### config.mk
export PLATFORM = sky130hd
export DESIGN_NAME = corescore_pll_seq
export DESIGN_NICKNAME = d
export VERILOG_FILES = /design/src/rtl/corescore_pll_seq_pkg.sv /design/src/rtl/corescore_sync2.sv /design/src/rtl/corescore_pll_seq.sv
export SDC_FILE = /design/constraint.sdc
export NUM_CORES = 1
export LEC_CHECK = 0
export ABC_AREA = 1
export BUFFER_PORTS_ARGS = -buffer_cell sky130_fd_sc_hd__buf_2
export CORE_ASPECT_RATIO = 1.75
export CORE_MARGIN = 8
export CORE_UTILIZATION = 55
export CTS_CLUSTER_DIAMETER = 50
export DETAILED_ROUTE_END_ITERATION = 6
export PLACE_DENSITY_LB_ADDON = 0.12
export SYNTH_ARGS = -nofsm -noshare
export SYNTH_HDL_FRONTEND = slang
export SYNTH_SLANG_ARGS = --single-unit
### constraint.sdc
create_clock -name i_clk -period 2.2 [get_ports i_clk]
set_clock_uncertainty 0.1 [all_clocks]
set_input_delay 0.44 -clock i_clk [delete_from_list [all_inputs] [get_ports i_clk]]
set_output_delay 0.44 -clock i_clk [all_outputs]
set_load 0.01 [all_outputs]
### src/rtl/corescore_pll_seq_pkg.sv
// Shared types and helpers for the PLL reset/lock sequencer.
// Holds the sequencer state encoding and the lock-loss counter width.
package corescore_pll_seq_pkg;

  localparam int LOSS_CNT_W = 8;

  typedef enum logic [2:0] {
    ST_PWRDN,
    ST_RESET,
    ST_WAIT_LOCK,
    ST_STABLE,
    ST_RUN,
    ST_FAIL
  } state_e;

  // Bits needed to hold 0..max_val; never narrower than one bit.
  function automatic int cnt_width(input int max_val);
    return (max_val < 1) ? 1 : $clog2(max_val + 1);
  endfunction

  function automatic logic [LOSS_CNT_W-1:0] sat_inc(input logic [LOSS_CNT_W-1:0] v);
    return (&v) ? v : v + LOSS_CNT_W'(1);
  endfunction

endpackage

### src/rtl/corescore_sync2.sv
// Two-flop synchronizer for a single asynchronous level; resets to 0.
module corescore_sync2 (
  input  logic clk,
  input  logic rst_n,
  input  logic d_i,
  output logic q_o
);

  logic meta_q;
  logic sync_q;

  // NOTE: flops are written with <= so both stages sample the pre-edge values; = here would collapse the chain to one flop.
  always_ff @(posedge clk or negedge rst_n) begin
    if (!rst_n) begin
      meta_q <= 1'b0;
      sync_q <= 1'b0;
    end else begin
      meta_q <= d_i;
      sync_q <= meta_q;
    end
  end

  assign q_o = sync_q;

endmodule

### src/rtl/corescore_pll_seq.sv
// PLL reset/lock sequencer: pulses PLL reset, waits for a stable lock, retries, and gates the downstream reset.
// Define CORESCORE_PLL_SEQ_LOSS_CNT_EN to implement the saturating lock-loss counter; otherwise it reads 0.
module corescore_pll_seq
  import corescore_pll_seq_pkg::*;
#(
  parameter int RST_CYCLES    = 4,
  parameter int LOCK_TIMEOUT  = 1000,
  parameter int STABLE_CYCLES = 64,
  parameter int MAX_RETRIES   = 3
) (
  input  logic                  i_clk,
  input  logic                  i_rst_n,
  input  logic                  i_pll_locked,
  input  logic                  i_pwrdwn_req,
  output logic                  o_pll_rst,
  output logic                  o_pll_pwrdwn,
  output logic                  o_rst,
  output logic                  o_ready,
  output logic                  o_fail,
  output logic [LOSS_CNT_W-1:0] o_lock_loss_cnt
);

  localparam int RST_W = cnt_width(RST_CYCLES);
  localparam int TO_W  = cnt_width(LOCK_TIMEOUT);
  localparam int STB_W = cnt_width(STABLE_CYCLES);
  localparam int RTY_W = cnt_width(MAX_RETRIES);

  localparam logic [RST_W-1:0] RST_LAST = RST_W'(RST_CYCLES - 1);
  localparam logic [TO_W-1:0]  TO_LAST  = TO_W'(LOCK_TIMEOUT - 1);
  localparam logic [STB_W-1:0] STB_LAST = STB_W'(STABLE_CYCLES - 1);
  localparam logic [RTY_W-1:0] RTY_MAX  = RTY_W'(MAX_RETRIES);

  logic lock_s;

  state_e             state_q, state_d;
  logic [RST_W-1:0]   rst_cnt_q, rst_cnt_d;
  logic [TO_W-1:0]    to_cnt_q, to_cnt_d;
  logic [STB_W-1:0]   stb_cnt_q, stb_cnt_d;
  logic [RTY_W-1:0]   retry_q, retry_d;
  logic               pll_rst_q, pll_pwrdwn_q, rst_q, ready_q, fail_q;

  corescore_sync2 u_lock_sync (
    .clk   (i_clk),
    .rst_n (i_rst_n),
    .d_i   (i_pll_locked),
    .q_o   (lock_s)
  );

  always_comb begin
    // NOTE: every _d takes its held value first so no branch leaves one unassigned (no latch).
    state_d   = state_q;
    rst_cnt_d = rst_cnt_q;
    to_cnt_d  = to_cnt_q;
    stb_cnt_d = stb_cnt_q;
    retry_d   = retry_q;

    // A power-down request outranks every other transition except the terminal FAIL.
    if (i_pwrdwn_req && (state_q != ST_FAIL)) begin
      state_d = ST_PWRDN;
    end else begin
      unique case (state_q)
        ST_PWRDN: begin
          state_d   = ST_RESET;
          rst_cnt_d = '0;
          retry_d   = '0;
        end
        ST_RESET: begin
          if (rst_cnt_q == RST_LAST) begin
            state_d   = ST_WAIT_LOCK;
            rst_cnt_d = '0;
            to_cnt_d  = '0;
          end else begin
            rst_cnt_d = rst_cnt_q + RST_W'(1);
          end
        end
        ST_WAIT_LOCK: begin
          if (lock_s) begin
            state_d   = ST_STABLE;
            stb_cnt_d = '0;
          end else if (to_cnt_q == TO_LAST) begin
            to_cnt_d = '0;
            if (retry_q < RTY_MAX) begin
              state_d   = ST_RESET;
              rst_cnt_d = '0;
              retry_d   = retry_q + RTY_W'(1);
            end else begin
              state_d = ST_FAIL;
            end
          end else begin
            to_cnt_d = to_cnt_q + TO_W'(1);
          end
        end
        ST_STABLE: begin
          if (!lock_s) begin
            state_d   = ST_WAIT_LOCK;
            to_cnt_d  = '0;
            stb_cnt_d = '0;
          end else if (stb_cnt_q == STB_LAST) begin
            state_d   = ST_RUN;
            stb_cnt_d = '0;
          end else begin
            stb_cnt_d = stb_cnt_q + STB_W'(1);
          end
        end
        ST_RUN: begin
          if (!lock_s) begin
            state_d   = ST_RESET;
            rst_cnt_d = '0;
            retry_d   = '0;
          end
        end
        ST_FAIL: state_d = ST_FAIL;
        default: state_d = ST_RESET;
      endcase
    end
  end

  // Outputs are decoded from the next state so they change on the same edge as the state.
  always_ff @(posedge i_clk or negedge i_rst_n) begin
    if (!i_rst_n) begin
      state_q      <= ST_RESET;
      rst_cnt_q    <= '0;
      to_cnt_q     <= '0;
      stb_cnt_q    <= '0;
      retry_q      <= '0;
      pll_rst_q    <= 1'b1;
      pll_pwrdwn_q <= 1'b0;
      rst_q        <= 1'b1;
      ready_q      <= 1'b0;
      fail_q       <= 1'b0;
    end else begin
      state_q      <= state_d;
      rst_cnt_q    <= rst_cnt_d;
      to_cnt_q     <= to_cnt_d;
      stb_cnt_q    <= stb_cnt_d;
      retry_q      <= retry_d;
      pll_rst_q    <= (state_d == ST_RESET) || (state_d == ST_PWRDN) || (state_d == ST_FAIL);
      pll_pwrdwn_q <= (state_d == ST_PWRDN);
      rst_q        <= (state_d != ST_RUN);
      ready_q      <= (state_d == ST_RUN);
      fail_q       <= (state_d == ST_FAIL);
    end
  end

  assign o_pll_rst    = pll_rst_q;
  assign o_pll_pwrdwn = pll_pwrdwn_q;
  assign o_rst        = rst_q;
  assign o_ready      = ready_q;
  assign o_fail       = fail_q;

`ifdef CORESCORE_PLL_SEQ_LOSS_CNT_EN
  logic [LOSS_CNT_W-1:0] loss_cnt_q;

  // A lock loss is a RUN-to-RESET transition; power-down exits are not losses.
  always_ff @(posedge i_clk or negedge i_rst_n) begin
    if (!i_rst_n) begin
      loss_cnt_q <= '0;
    end else if ((state_q == ST_RUN) && (state_d == ST_RESET)) begin
      loss_cnt_q <= sat_inc(loss_cnt_q);
    end
  end

  assign o_lock_loss_cnt = loss_cnt_q;
`else
  assign o_lock_loss_cnt = '0;
`endif

endmodule
==> flow_metrics.tcl <==
set metrics [dict create \
    power_density_mw_per_mm2 705 \
    worst_pin_slew_ps 693 \
    outcome "finished clean" \
    fin_util_pct 61.8 \
    postRouteAntennaNets 0 \
    die_w_um 60.7 \
    met2_length_um 2310 \
    cts_setup_buffers 0 \
    path_clk_slew_ps 70 \
    period_minus_slack_ps 1810 \
    final_layout_size_suffix_gt1_share_pct 18.4 \
    post-route-drc-count 0 \
    drv_slew 0 \
    area_delta_synth_final_pct 7.86 \
    postCtsHoldBufs 0 \
    wl_per_cell_um 12.9 \
    numPortBuffers 8 \
    p_leak_nw 1.03 \
    crit_end "to_cnt_q[5]$_DFFE_PN0P_" \
    crit_type "reg -> reg" \
    top_layer_used "met4" \
    slew_headroom_pct 53.8 \
    drtIter0Drc 45 \
    clk_path_buf_depth 2 \
    finalSetupViolations 0 \
    firstDrtPassIters 4 \
    diodes 0 \
    clk_latency_ps 290 \
    grt_pass1_wl_um 7020 \
    drt-vias-per-instance 5.09 \
    r2r_setup_slack_ps 390 \
    dp_hpwl_um 3110 \
    numCtsBuffers 5 \
    initial_utilization_pct 57.3 \
    routabilityCongestion 0.913 \
    syn_avg_cell_area_um2 7.61 \
    cp_max_fo 14 \
    ir_drop_mv 0.621 \
    hold_violations 0 \
    cp.required_ps 2280 \
    synthMuxAreaShare_pct 0 \
    critPathLaunchType "flop" \
    routed-wl-met3_um 80 \
    synth_cell_types 28 \
    fin_cells 311 \
    startpoint "state_q[0]$_DFF_PN1_" \
    regToRegStartpoint "state_q[0]$_DFF_PN1_" \
    synth.yosys.seq_area_share_pct 41.8 \
    synth_top_family_by_area "simple AND/OR/NAND/NOR gates" \
    synthSimpleGateAreaFrac_pct 34.8 \
    num_vias 1584 \
    synth_compound_area_share_pct 9.23 \
    grt-ovfl-total 0 \
    place_ws_ps 412 \
    hp-class "in -> async" \
    cts_resized 0 \
    drv_cap 0 \
    grt_max_degree 33 \
    rsz0062_at_grt "no" \
    yosys_warnings 0 \
    netlist_area_mm2 0.00193 \
    timing.final.crit_share_pct 82.1 \
    dp_cells 303 \
    netlist_instances 253 \
    end_kind "flop" \
    cts_tree "done" \
    grt_antenna_before_repair 0 \
    synthAdderAreaFrac_pct 2.60 \
    fin_ws_ps 394 \
    fmax_mhz 554 \
    core.rowCount 28 \
    synth.area.top_cells "dfrtp_1 (38%), nand2_1 (11%), nor2_1 (7.0%)" \
    met1Wirelength_um 1510 \
    htree_levels 2 \
    synth_top_area_share_pct 37.7 \
    clockRootBuffer "clkbuf_8" \
    cts.sinks 32 \
    synth_xor_area_share_pct 0.910 \
    r2r.worst_path.cells 6 \
    die_area_mm2 0.00573 \
    gr-usage-all-layers_pct 16.3 \
    final.setup.tns_ps 0 \
    ios 17 \
    critPathArrivalTime_ps 1890 \
    die_y_um 94.3 \
    core_mm2 0.00336 \
    fin_nets 273 \
    yosysTopAreaCell "dfrtp_1" \
    r2r-end "to_cnt_q[5]$_DFFE_PN0P_" \
    ys_seq_elements 32 \
    grt_pass1_vias 1628 \
    routed_wl_um 4000 \
]
==> critical path: stages (launching register included) <==
cell and delay [ps]:
dfstp_2 680, o21ai_2 100, nor2_1 170, nand2_2 80
nor2_4 300, o21ai_0 150, o21a_1 120
==> final cells by class <==
type,count,area (um2)
multi-input cells,185,945
repair buffers,8,40.0
well taps,45,56.3
clock inverters,2,35.0
fillers,345,1290
clock buffers,6,72.6
inverters,33,124
flip-flops and latches,32,805
==> synthesized netlist by cell type (all sizes together) <==
cell / instances
o21a: 2
a21oi: 10
conb: 1
or2: 2
dfrtp: 29
ha: 4
nor2: 43
inv: 33
dfstp: 3
nand2: 65
nand3: 22
buf: 10
nand4: 6
o21ai: 18
o31ai: 1
xor2: 2
nor3: 2
==> layer usage <==
layer / vias to the layer above / GRT usage, %
li1: 819 / -
met1: 743 / 15.2
met2: 14 / 30.3
met3: 8 / 3.84
met4: 0 / 8.61
met5: - / 0
==> placed cells by master, fill, tap and decap left out, types with 3 or more instances in the layout <==
master / netlist / layout
nand2_1: 56 / 56
nor2_1: 36 / 36
dfrtp_1: 29 / 29
inv_1: 27 / 27
nand3_1: 19 / 19
o21ai_0: 11 / 11
a21oi_1: 8 / 8
conb_1: 1 / 8
buf_2: 0 / 8
nand2_2: 7 / 7
inv_2: 6 / 6
nand4_1: 6 / 6
o21ai_1: 5 / 5
clkbuf_8: 0 / 5
ha_1: 4 / 4
nor2_4: 3 / 3
nand3_2: 3 / 3
nor2_2: 3 / 3
dfstp_2: 3 / 3
==> kinds of logic (layout without fill, tap and decap cells) <==
logic type      count (synthesis)  in the layout
other cells                     1              8
xor+xnor                        2              2
compound gates                 31             31
fa+ha+maj                       4              4
simple gates                  140            140
flops                          32             32
buf+inv                        43             49
==> flip-flops by register name, summed over array words and instances (netlist names) <==
name                cells
o_fail                  1
o_pll_pwrdwn            1
o_pll_rst               1
o_ready                 1
o_rst                   1
retry_q                 2
rst_cnt_q               3
state_q                 3
stb_cnt_q               7
to_cnt_q               10
u_lock_sync.meta_q      1
u_lock_sync.q_o         1
==> per-stage QoR <==
step           area, um2  total power, mW  hold WS, ps
6_report            2080             1.46         88.7
5_1_grt             2080             1.54          151
4_1_cts             2080             1.47          117
3_5_place_dp        1970            0.926          236
3_3_place_gp        1970            0.918          234
2_1_floorplan       1950            0.879         44.4
==> where the power goes <==
group          switching, mW  internal [mW]
registers             0.0522          0.647
clock network          0.214          0.336
logic                  0.146         0.0696
==> worst min path at each step <==
stage          slack (ps)  cells past startpoint                    startpoint                            to
2_1_floorplan          40                      0                       i_rst_n              o_fail$_DFF_PN0_
3_3_place_gp          230                      0  u_lock_sync.meta_q$_DFF_PN0_     u_lock_sync.q_o$_DFF_PN0_
3_5_place_dp          240                      0  u_lock_sync.meta_q$_DFF_PN0_     u_lock_sync.q_o$_DFF_PN0_
4_1_cts               120                      1                       i_rst_n       to_cnt_q[4]$_DFFE_PN0P_
5_1_grt               150                      1                  i_pll_locked  u_lock_sync.meta_q$_DFF_PN0_
6_report               90                      1                       i_rst_n       to_cnt_q[4]$_DFFE_PN0P_
No activity file was read; power rests on OpenSTA's default activity.
